$ cat config.mk
export PLATFORM = sky130hd
export DESIGN_NAME = audio_pwm_out
export DESIGN_NICKNAME = d
export VERILOG_FILES = /design/src/rtl/audio_pwm_pkg.sv /design/src/rtl/audio_pwm_chan.sv /design/src/rtl/audio_pwm_out.sv
export SDC_FILE = /design/constraint.sdc
export NUM_CORES = 1
export LEC_CHECK = 0
export ABC_AREA = 1
export BUFFER_PORTS_ARGS = -buffer_cell sky130_fd_sc_hd__buf_4
export CORE_MARGIN = 2
export CORE_UTILIZATION = 60
export DETAILED_ROUTE_END_ITERATION = 7
export PLACE_DENSITY = 0.93
export SLEW_MARGIN = 20
export SYNTH_ARGS = -nofsm -noshare
export SYNTH_HDL_FRONTEND = slang
export SYNTH_SLANG_ARGS = --single-unit
$ cat constraint.sdc
create_clock -name clk_in -period 5.6 [get_ports clk_in]
set_clock_uncertainty 0.2 [all_clocks]
set_input_delay 1.12 -clock clk_in [delete_from_list [all_inputs] [get_ports clk_in]]
set_output_delay 1.12 -clock clk_in [all_outputs]
set_load 0.01 [all_outputs]
$ cat src/rtl/audio_pwm_pkg.sv
// Shared constants and level arithmetic for the multi-channel audio PWM generator.
// Functions work on 32-bit containers; callers size the result to DATA_W.
package audio_pwm_pkg;

    // Midscale of a full 32-bit word; narrower widths shift it down.
    localparam logic [31:0] MIDSCALE  = 32'h8000_0000;
    localparam logic [15:0] LFSR_SEED = 16'hACE1;
    // Feedback taps 16,14,13,11 (1-based) as a mask over lfsr[15:0].
    localparam logic [15:0] LFSR_TAPS = 16'hB400;

    function automatic logic [31:0] midscale(input int w);
        return MIDSCALE >> (32 - w);
    endfunction

    function automatic logic [31:0] vol_scale(input logic signed [31:0] sample,
                                              input logic [31:0] vol,
                                              input int vol_w);
        logic [31:0] shift;
        shift = ((32'd1 << vol_w) - 32'd1) - vol;
        return sample >>> shift;
    endfunction

    function automatic logic [31:0] to_offset_binary(input logic [31:0] value, input int w);
        return value ^ (MIDSCALE >> (32 - w));
    endfunction

endpackage

$ cat src/rtl/audio_pwm_chan.sv
// One PWM channel: shadow level, active level and registered compare output.
// Latency: pwm reflects count one clock late; no backpressure of its own.
// Backpressure: none; the top only strobes accept when the shadow is free.
module audio_pwm_chan
    import audio_pwm_pkg::*;
#(
    parameter int DATA_W = 8,
    parameter int VOL_W  = 3
) (
    input  logic              clk_in,
    input  logic              rst_in,
    input  logic [DATA_W-1:0] sample,
    input  logic [VOL_W-1:0]  vol,
    input  logic              mute,
    input  logic              accept,
    input  logic              pending,
    input  logic              wrap,
    input  logic              dither_bit,
    input  logic [DATA_W-1:0] count,
    output logic              pwm
);

    localparam logic [DATA_W-1:0] MID = DATA_W'(midscale(DATA_W));

    logic [DATA_W-1:0] level;
    logic [DATA_W-1:0] shadow;
    logic [DATA_W-1:0] active;

    always_comb begin
        level = DATA_W'(to_offset_binary(vol_scale(32'(signed'(sample)), 32'(vol), VOL_W), DATA_W));
        if (mute) level = MID;
    end

    always_ff @(posedge clk_in or posedge rst_in) begin
        if (rst_in) begin
            shadow <= '0;
            pwm    <= 1'b0;
        end else begin
            if (accept) shadow <= level;
            pwm <= (count < active);
        end
    end

`ifdef AUDIO_PWM_DITHER_EN
    // base keeps the undithered level so repeated periods do not accumulate dither.
    logic [DATA_W-1:0] base;
    logic [DATA_W-1:0] src;
    logic [DATA_W:0]   sum;

    always_comb begin
        src = pending ? shadow : base;
        sum = {1'b0, src} + (DATA_W+1)'(dither_bit);
    end

    always_ff @(posedge clk_in or posedge rst_in) begin
        if (rst_in) begin
            base   <= MID;
            active <= MID;
        end else if (wrap) begin
            base   <= src;
            active <= sum[DATA_W] ? '1 : sum[DATA_W-1:0];
        end
    end
`else
    logic unused_dither;
    assign unused_dither = dither_bit;

    always_ff @(posedge clk_in or posedge rst_in) begin
        if (rst_in)               active <= MID;
        else if (wrap && pending) active <= shadow;
    end
`endif

endmodule

$ cat src/rtl/audio_pwm_out.sv
// Multi-channel audio PWM: volume-scaled PCM frames to per-channel PWM; AUDIO_PWM_DITHER_EN adds LFSR dither.
// Latency: new levels take effect at the next period wrap; pwm output is one clock behind the counter.
// Backpressure: one-frame shadow; ready drops until the wrap, frames offered while busy are dropped and counted.
module audio_pwm_out
    import audio_pwm_pkg::*;
#(
    parameter int DATA_W   = 8,
    parameter int CHANNELS = 2,
    parameter int VOL_W    = 3
) (
    input  logic                         clk_in,
    input  logic                         rst_in,
    input  logic                         sample_valid_in,
    input  logic [CHANNELS*DATA_W-1:0]   sample_in,
    input  logic [VOL_W-1:0]             vol_in,
    input  logic                         mute_in,
    output logic                         sample_ready_out,
    output logic [CHANNELS-1:0]          pwm_out,
    output logic                         period_start_out,
    output logic [7:0]                   overrun_count_out
);

    logic [DATA_W-1:0]   count;
    logic                pending;
    logic                wrap;
    logic                accept;
    logic [CHANNELS-1:0] dither_bits;

    assign wrap             = (count == '1);
    assign sample_ready_out = ~pending;
    assign accept           = sample_valid_in && !pending;

    always_ff @(posedge clk_in or posedge rst_in) begin
        if (rst_in) begin
            count             <= '0;
            pending           <= 1'b0;
            period_start_out  <= 1'b0;
            overrun_count_out <= '0;
        end else begin
            count            <= count + 1'b1;
            period_start_out <= wrap;
            // accept and a pending-clearing wrap are exclusive: accept needs pending low.
            if (accept)                pending <= 1'b1;
            else if (wrap && pending)  pending <= 1'b0;
            if (sample_valid_in && pending && overrun_count_out != 8'hFF)
                overrun_count_out <= overrun_count_out + 8'd1;
        end
    end

`ifdef AUDIO_PWM_DITHER_EN
    logic [15:0] lfsr;

    always_ff @(posedge clk_in or posedge rst_in) begin
        if (rst_in)    lfsr <= LFSR_SEED;
        else if (wrap) lfsr <= {lfsr[14:0], ^(lfsr & LFSR_TAPS)};
    end

    for (genvar c = 0; c < CHANNELS; c++) begin : g_dither
        assign dither_bits[c] = lfsr[c % 16];
    end
`else
    assign dither_bits = '0;
`endif

    for (genvar c = 0; c < CHANNELS; c++) begin : g_chan
        audio_pwm_chan #(
            .DATA_W (DATA_W),
            .VOL_W  (VOL_W)
        ) u_chan (
            .clk_in     (clk_in),
            .rst_in     (rst_in),
            .sample     (sample_in[c*DATA_W +: DATA_W]),
            .vol        (vol_in),
            .mute       (mute_in),
            .accept     (accept),
            .pending    (pending),
            .wrap       (wrap),
            .dither_bit (dither_bits[c]),
            .count      (count),
            .pwm        (pwm_out[c])
        );
    end

endmodule

Word-level counts from Yosys, hierarchy flattened

Cells that the tools add are included.
W data, S select, Z words.

Register bits after elaboration: 52
Bits in latches: 0
Memory bits (writable): 0
ROM bits: 0
Input bits: 23
Logic and storage cells: 32
Memories kept: 0

Add/sub/neg operators: 3
Multipliers: 0
Div/mod/pow operators: 0
Magnitude comparators: 2
Equality and inequality tests: 2
Shift operators: 2
Muxes and demuxes: 4
Bitwise operators: 3
Reduce and logical (&&, ||, !) cells: 6

Operators by type and width:

| kind                  | number |
|---|---|
| $sshr A8 B32 Y8       | 2 |
| $add A8 B1 Y8 const B | 2 |
| $lt A8 B8 Y1          | 2 |
| $mux W8               | 2 |
| $eq A8 B8 Y1 const B  | 1 |
| $ne A8 B8 Y1 const B  | 1 |
| $logic_and A1 B1 Y1   | 4 |
| $sub A3 B3 Y4 const A | 1 |
| $not A1 Y1            | 3 |
| $mux W1               | 2 |
| $reduce_bool A2 Y1    | 1 |
| $logic_not A1 Y1      | 1 |

Longest topological paths before layout

Depth after elaboration: 4
Gate-level depth with buffers: 9
Gate-level depth less buffers: 9

By module

A second synthesis with hierarchy kept.

Cells, all modules: 410
Area total of the unflattened synthesis: 3130.5 um2

By module, submodules not included:

| module         | times used | cells each | area each (um2) | sequential area each (um2) |
|---|---|---|---|---|
| audio_pwm_chan | 2          | 153        | 1111.1          | 426.7 |
| audio_pwm_out  | 1          | 104        | 908.4           | 450.4 |

Least setup slack after synthesis

No wires, ideal clock.

Path kind: input to register
Start: input port vol_in[0]
End: register g_chan[0].u_chan.shadow[0]
Library setup time: 0.117 ns
Arrival: 1.752 ns
Required time: 5.283 ns
Path slack: 3.531 ns
Stages: 8
Path buffers: 2
Cell sequence: buf_6 > inv_2 > buf_6 > nand2_1 > nand3_1 > nand3_1 > nand3_1 > nand2_1

Cells in the longest elaborated chain, start to end: 3

RTL lines:

| element              | RTL line             | source |
|---|---|---|
| from (decl)          | audio_pwm_out.sv:15  | `input logic [VOL_W-1:0] vol_in,` |
| $sub A3 B3 Y4        | audio_pwm_pkg.sv:19  | `shift = ((32'd1 << vol_w) - 32'd1) - vol;` |
| $sshr A8 B32 Y8      | audio_pwm_pkg.sv:20  | `return sample >>> shift;` |
| $mux W8              | audio_pwm_chan.sv:31 | `if (mute) level = MID;` |
| to (signal assigned) | audio_pwm_chan.sv:39 | `if (accept) shadow <= level;` |
| to (decl)            | audio_pwm_chan.sv:26 | `logic [DATA_W-1:0] shadow;` |

No other way between the ends.
A chain may end at the register's enable or synchronous reset.

Final worst setup path

Start: register pending
End: output port sample_ready_out

Cells in the longest elaborated chain, start to end: 1

RTL lines:

| element                | RTL line            | source |
|---|---|---|
| from (decl)            | audio_pwm_out.sv:24 | `logic pending;` |
| from (signal assigned) | audio_pwm_out.sv:36 | `pending <= 1'b0;` |
| from (signal assigned) | audio_pwm_out.sv:43 | `if (accept) pending <= 1'b1;` |
| from (signal assigned) | audio_pwm_out.sv:44 | `else if (wrap && pending) pending <= 1'b0;` |
| $not A1 Y1             | audio_pwm_out.sv:30 | `assign sample_ready_out = ~pending;` |
| to (decl)              | audio_pwm_out.sv:17 | `output logic sample_ready_out,` |

No other way between the ends.

==> summary.txt <==
Floorplanning
  • Die outline area: between 0.005 and 0.006 mm²
  • Die width: 75.6 µm
  • Core Area: between 0.005 and 0.006 mm²
  • I/O Pins: 35
  • Std-Cell Rows: 26
  • Die height: approximately 76 µm
  • Initial Util: between 60% and 70%

Clock tree
  • H-tree levels: 2
  • Clk root buf: clkbuf_8
  • Worst-Skew Late Latency: roughly 310 ps
  • Total CTS buffers: 5
  • Hold_buf cts: 0
  • TritonCTS clock tree: yes
  • Setup Fix Bufs, Post-CTS: 0
  • Longest Clk Path Bufs: 2
  • # resized after CTS: 0
  • Reg clk slew, reported paths: about 90 ps
  • Sink Count: 52

Detailed routing
  • Final wirelength: around 6000 µm
  • Total number of vias: between 2000 and 3000
  • Drt initial violations: about 170
  • Wire length on met2: roughly 2900 µm
  • Metal-1 WL: around 2700 µm
  • DR WL met3: 224 µm
  • Routed Antenna Nets: 0
  • Top layer in use: met4
  • DRC viols: 0
  • Avg WL per Cell: ~12 µm
  • Vias per cell: ~5.1
  • DRT Pass-1 Iters: 4

Synthesis
  • Post-Syn Area: 0.00308 mm²
  • FFs w/ async S/R, synth: 100%
  • Ys flop type: dfrtp_1
  • Post-synth EDFFs: 0
  • Sequential fraction of the synthesis area: between 40% and 50%
  • Syn nets: 450
  • Synth cell types: 28
  • Yosys warning count: 0
  • Cells after Synth: 411
  • #FFs+latches synth: 52
  • Syn avg cell area: approximately 7.5 µm²

Timing
  • Endpoints failing setup: 0
  • Crit path time final: between 2000 and 3000 ps
  • Worst setup margin: around 3000 ps
  • Worst-margin pin slew: between 800 and 900 ps
  • Slew HR: 43.7%
  • Maximum clock frequency: 382 MHz
  • Max Transition Viols Final: 0
  • Hold Vio Cnt, Final: 0
  • Sum Neg Setup Slack: 0 ps
  • Fin crit share: a little under half
  • Setup repair after global routing missed its margin: no

Power and ir drop
  • Static Leak: around 1.9 nW
  • Total Power: around 0.85 mW
  • Worst VDD drop: 0.119 mV
  • PD cells: around 250 mW/mm²

Global routing
  • Initial antenna violation count: 0
  • First-pass GRT wire length: around 10000 µm
  • Total grt overflow: 0
  • Vias in the first global route: 2232
  • Largest net degree at the start of global routing: 53
  • GRT Total Usage: about 22%

Layout
  • Area growth syn-to-layout: 11.0%
  • Most frequent cells in the layout: nand2_1 (183), nand3_1 (55), dfrtp_1 (50)
  • Fraction of layout cells with a size suffix above 1: 12.8%
  • Nets: between 400 and 500
  • Commonest non-fill, non-tap cell in the layout: nand2_1
  • Post-layout util: around two thirds
  • Ant diodes: 0

Critical path
  • Kind of critical path: reg2out
  • Slowest Stage Delay on Critical Path: around 710 ps
  • Type of origin of the critical path: flop
  • Worst-path fanout max: 18
  • Worst path slowest cell: dfrtp_1
  • CP Cell Sequence: inv_2 -> buf_4
  • Worst EP arrival: approximately 1300 ps
  • CP required: 4280 ps
  • Crit end category: primary output

Placement
  • Final GP Congestion: 0.891
  • Setup WS pre-CTS: between 3000 and 4000 ps
  • Dpl hpwl: 4450 µm
  • I/O Buffers: 34

Flow run
  • Max-cap violations: 0

Status
  • Outcome: finished clean

Min path
  • Hold Path Class: reg2reg
## area by class of cell
| class | count | area [µm²] |
|---|---|---|
| fillers | 426 | 1600 |
| multi-input cells | 299 | 1490 |
| flip-flops and latches | 52 | 1300 |
| repair buffers | 34 | 255 |
| inverters | 46 | 174 |
| well taps | 70 | 87.6 |
| clock buffers | 6 | 72.6 |
| clock inverters | 2 | 35.0 |
## metal layers
metal	global-route usage, %	vias up
li1	-	1339
met1	29.1	1186
met2	36.6	62
met3	5.29	15
met4	8.38	0
met5	0	-
## synthesized netlist by cell type, types with 3 or more instances
master	number	area share, %
buf_4	3	0.73
buf_6	6	2.2
inv_2	3	0.37
dfrtp_1	50	41
nand2_1	183	22
ha_1	16	6.5
nand3_1	55	9.0
nor2_1	5	0.61
inv_1	43	5.2
buf_2	4	0.65
xnor2_1	3	0.85
a21oi_1	8	1.3
o21ai_0	7	1.1
xor2_1	6	1.7
## per-stage QoR
step / instances / hold slack (ps) / area [µm²]
global route: 509 / 306 / 3410
global placement: 501 / 263 / 3300
finish: 509 / 288 / 3410
detailed placement: 501 / 266 / 3300
floorplan: 411 / 249 / 3080
CTS: 509 / 288 / 3410
## state kept, by name, indices dropped and copies added (netlist names)
name,cells
count,8
g_chan.u_chan.pwm,2
g_chan.u_chan.active,16
overrun_count_out,8
g_chan.u_chan.shadow,16
pending,1
period_start_out,1
## cells by family after synthesis
family          after synthesis  share of synthesized area (%)
flops                        52                           42.4
compound gates               17                           2.93
fa+ha+maj                    16                           6.51
xor+xnor                      9                           2.56
simple gates                257                           36.3
buf+inv                      60                           9.32
## power by group
group          internal [mW]  switching (mW)  leakage (nW)
Clock                  0.133           0.119        0.0552
Sequential             0.406          0.0321         0.674
Combinational         0.0717          0.0874          1.19
Total                  0.610           0.239          1.92
## final timing paths
kind	to	from	cells past startpoint	slack, ps
min reg2reg	g_chan[0].u_chan.active[5]	g_chan[0].u_chan.active[5]	2	290
min	g_chan[0].u_chan.active[5]	g_chan[0].u_chan.active[5]	2	290
max	sample_ready_out	pending	2	2980
max in group asynchronous	g_chan[1].u_chan.active[0]	rst_in	2	3940
min in group asynchronous	overrun_count_out[5]	rst_in	2	750
max reg2reg	g_chan[1].u_chan.active[3]	count[1]	5	3810
## critical path: cells and delay by family, from the launching register on
kind     cells  cell delay (ps)
buf+inv      2              290
flops        1              710
(Power assumes the default switching activity.)
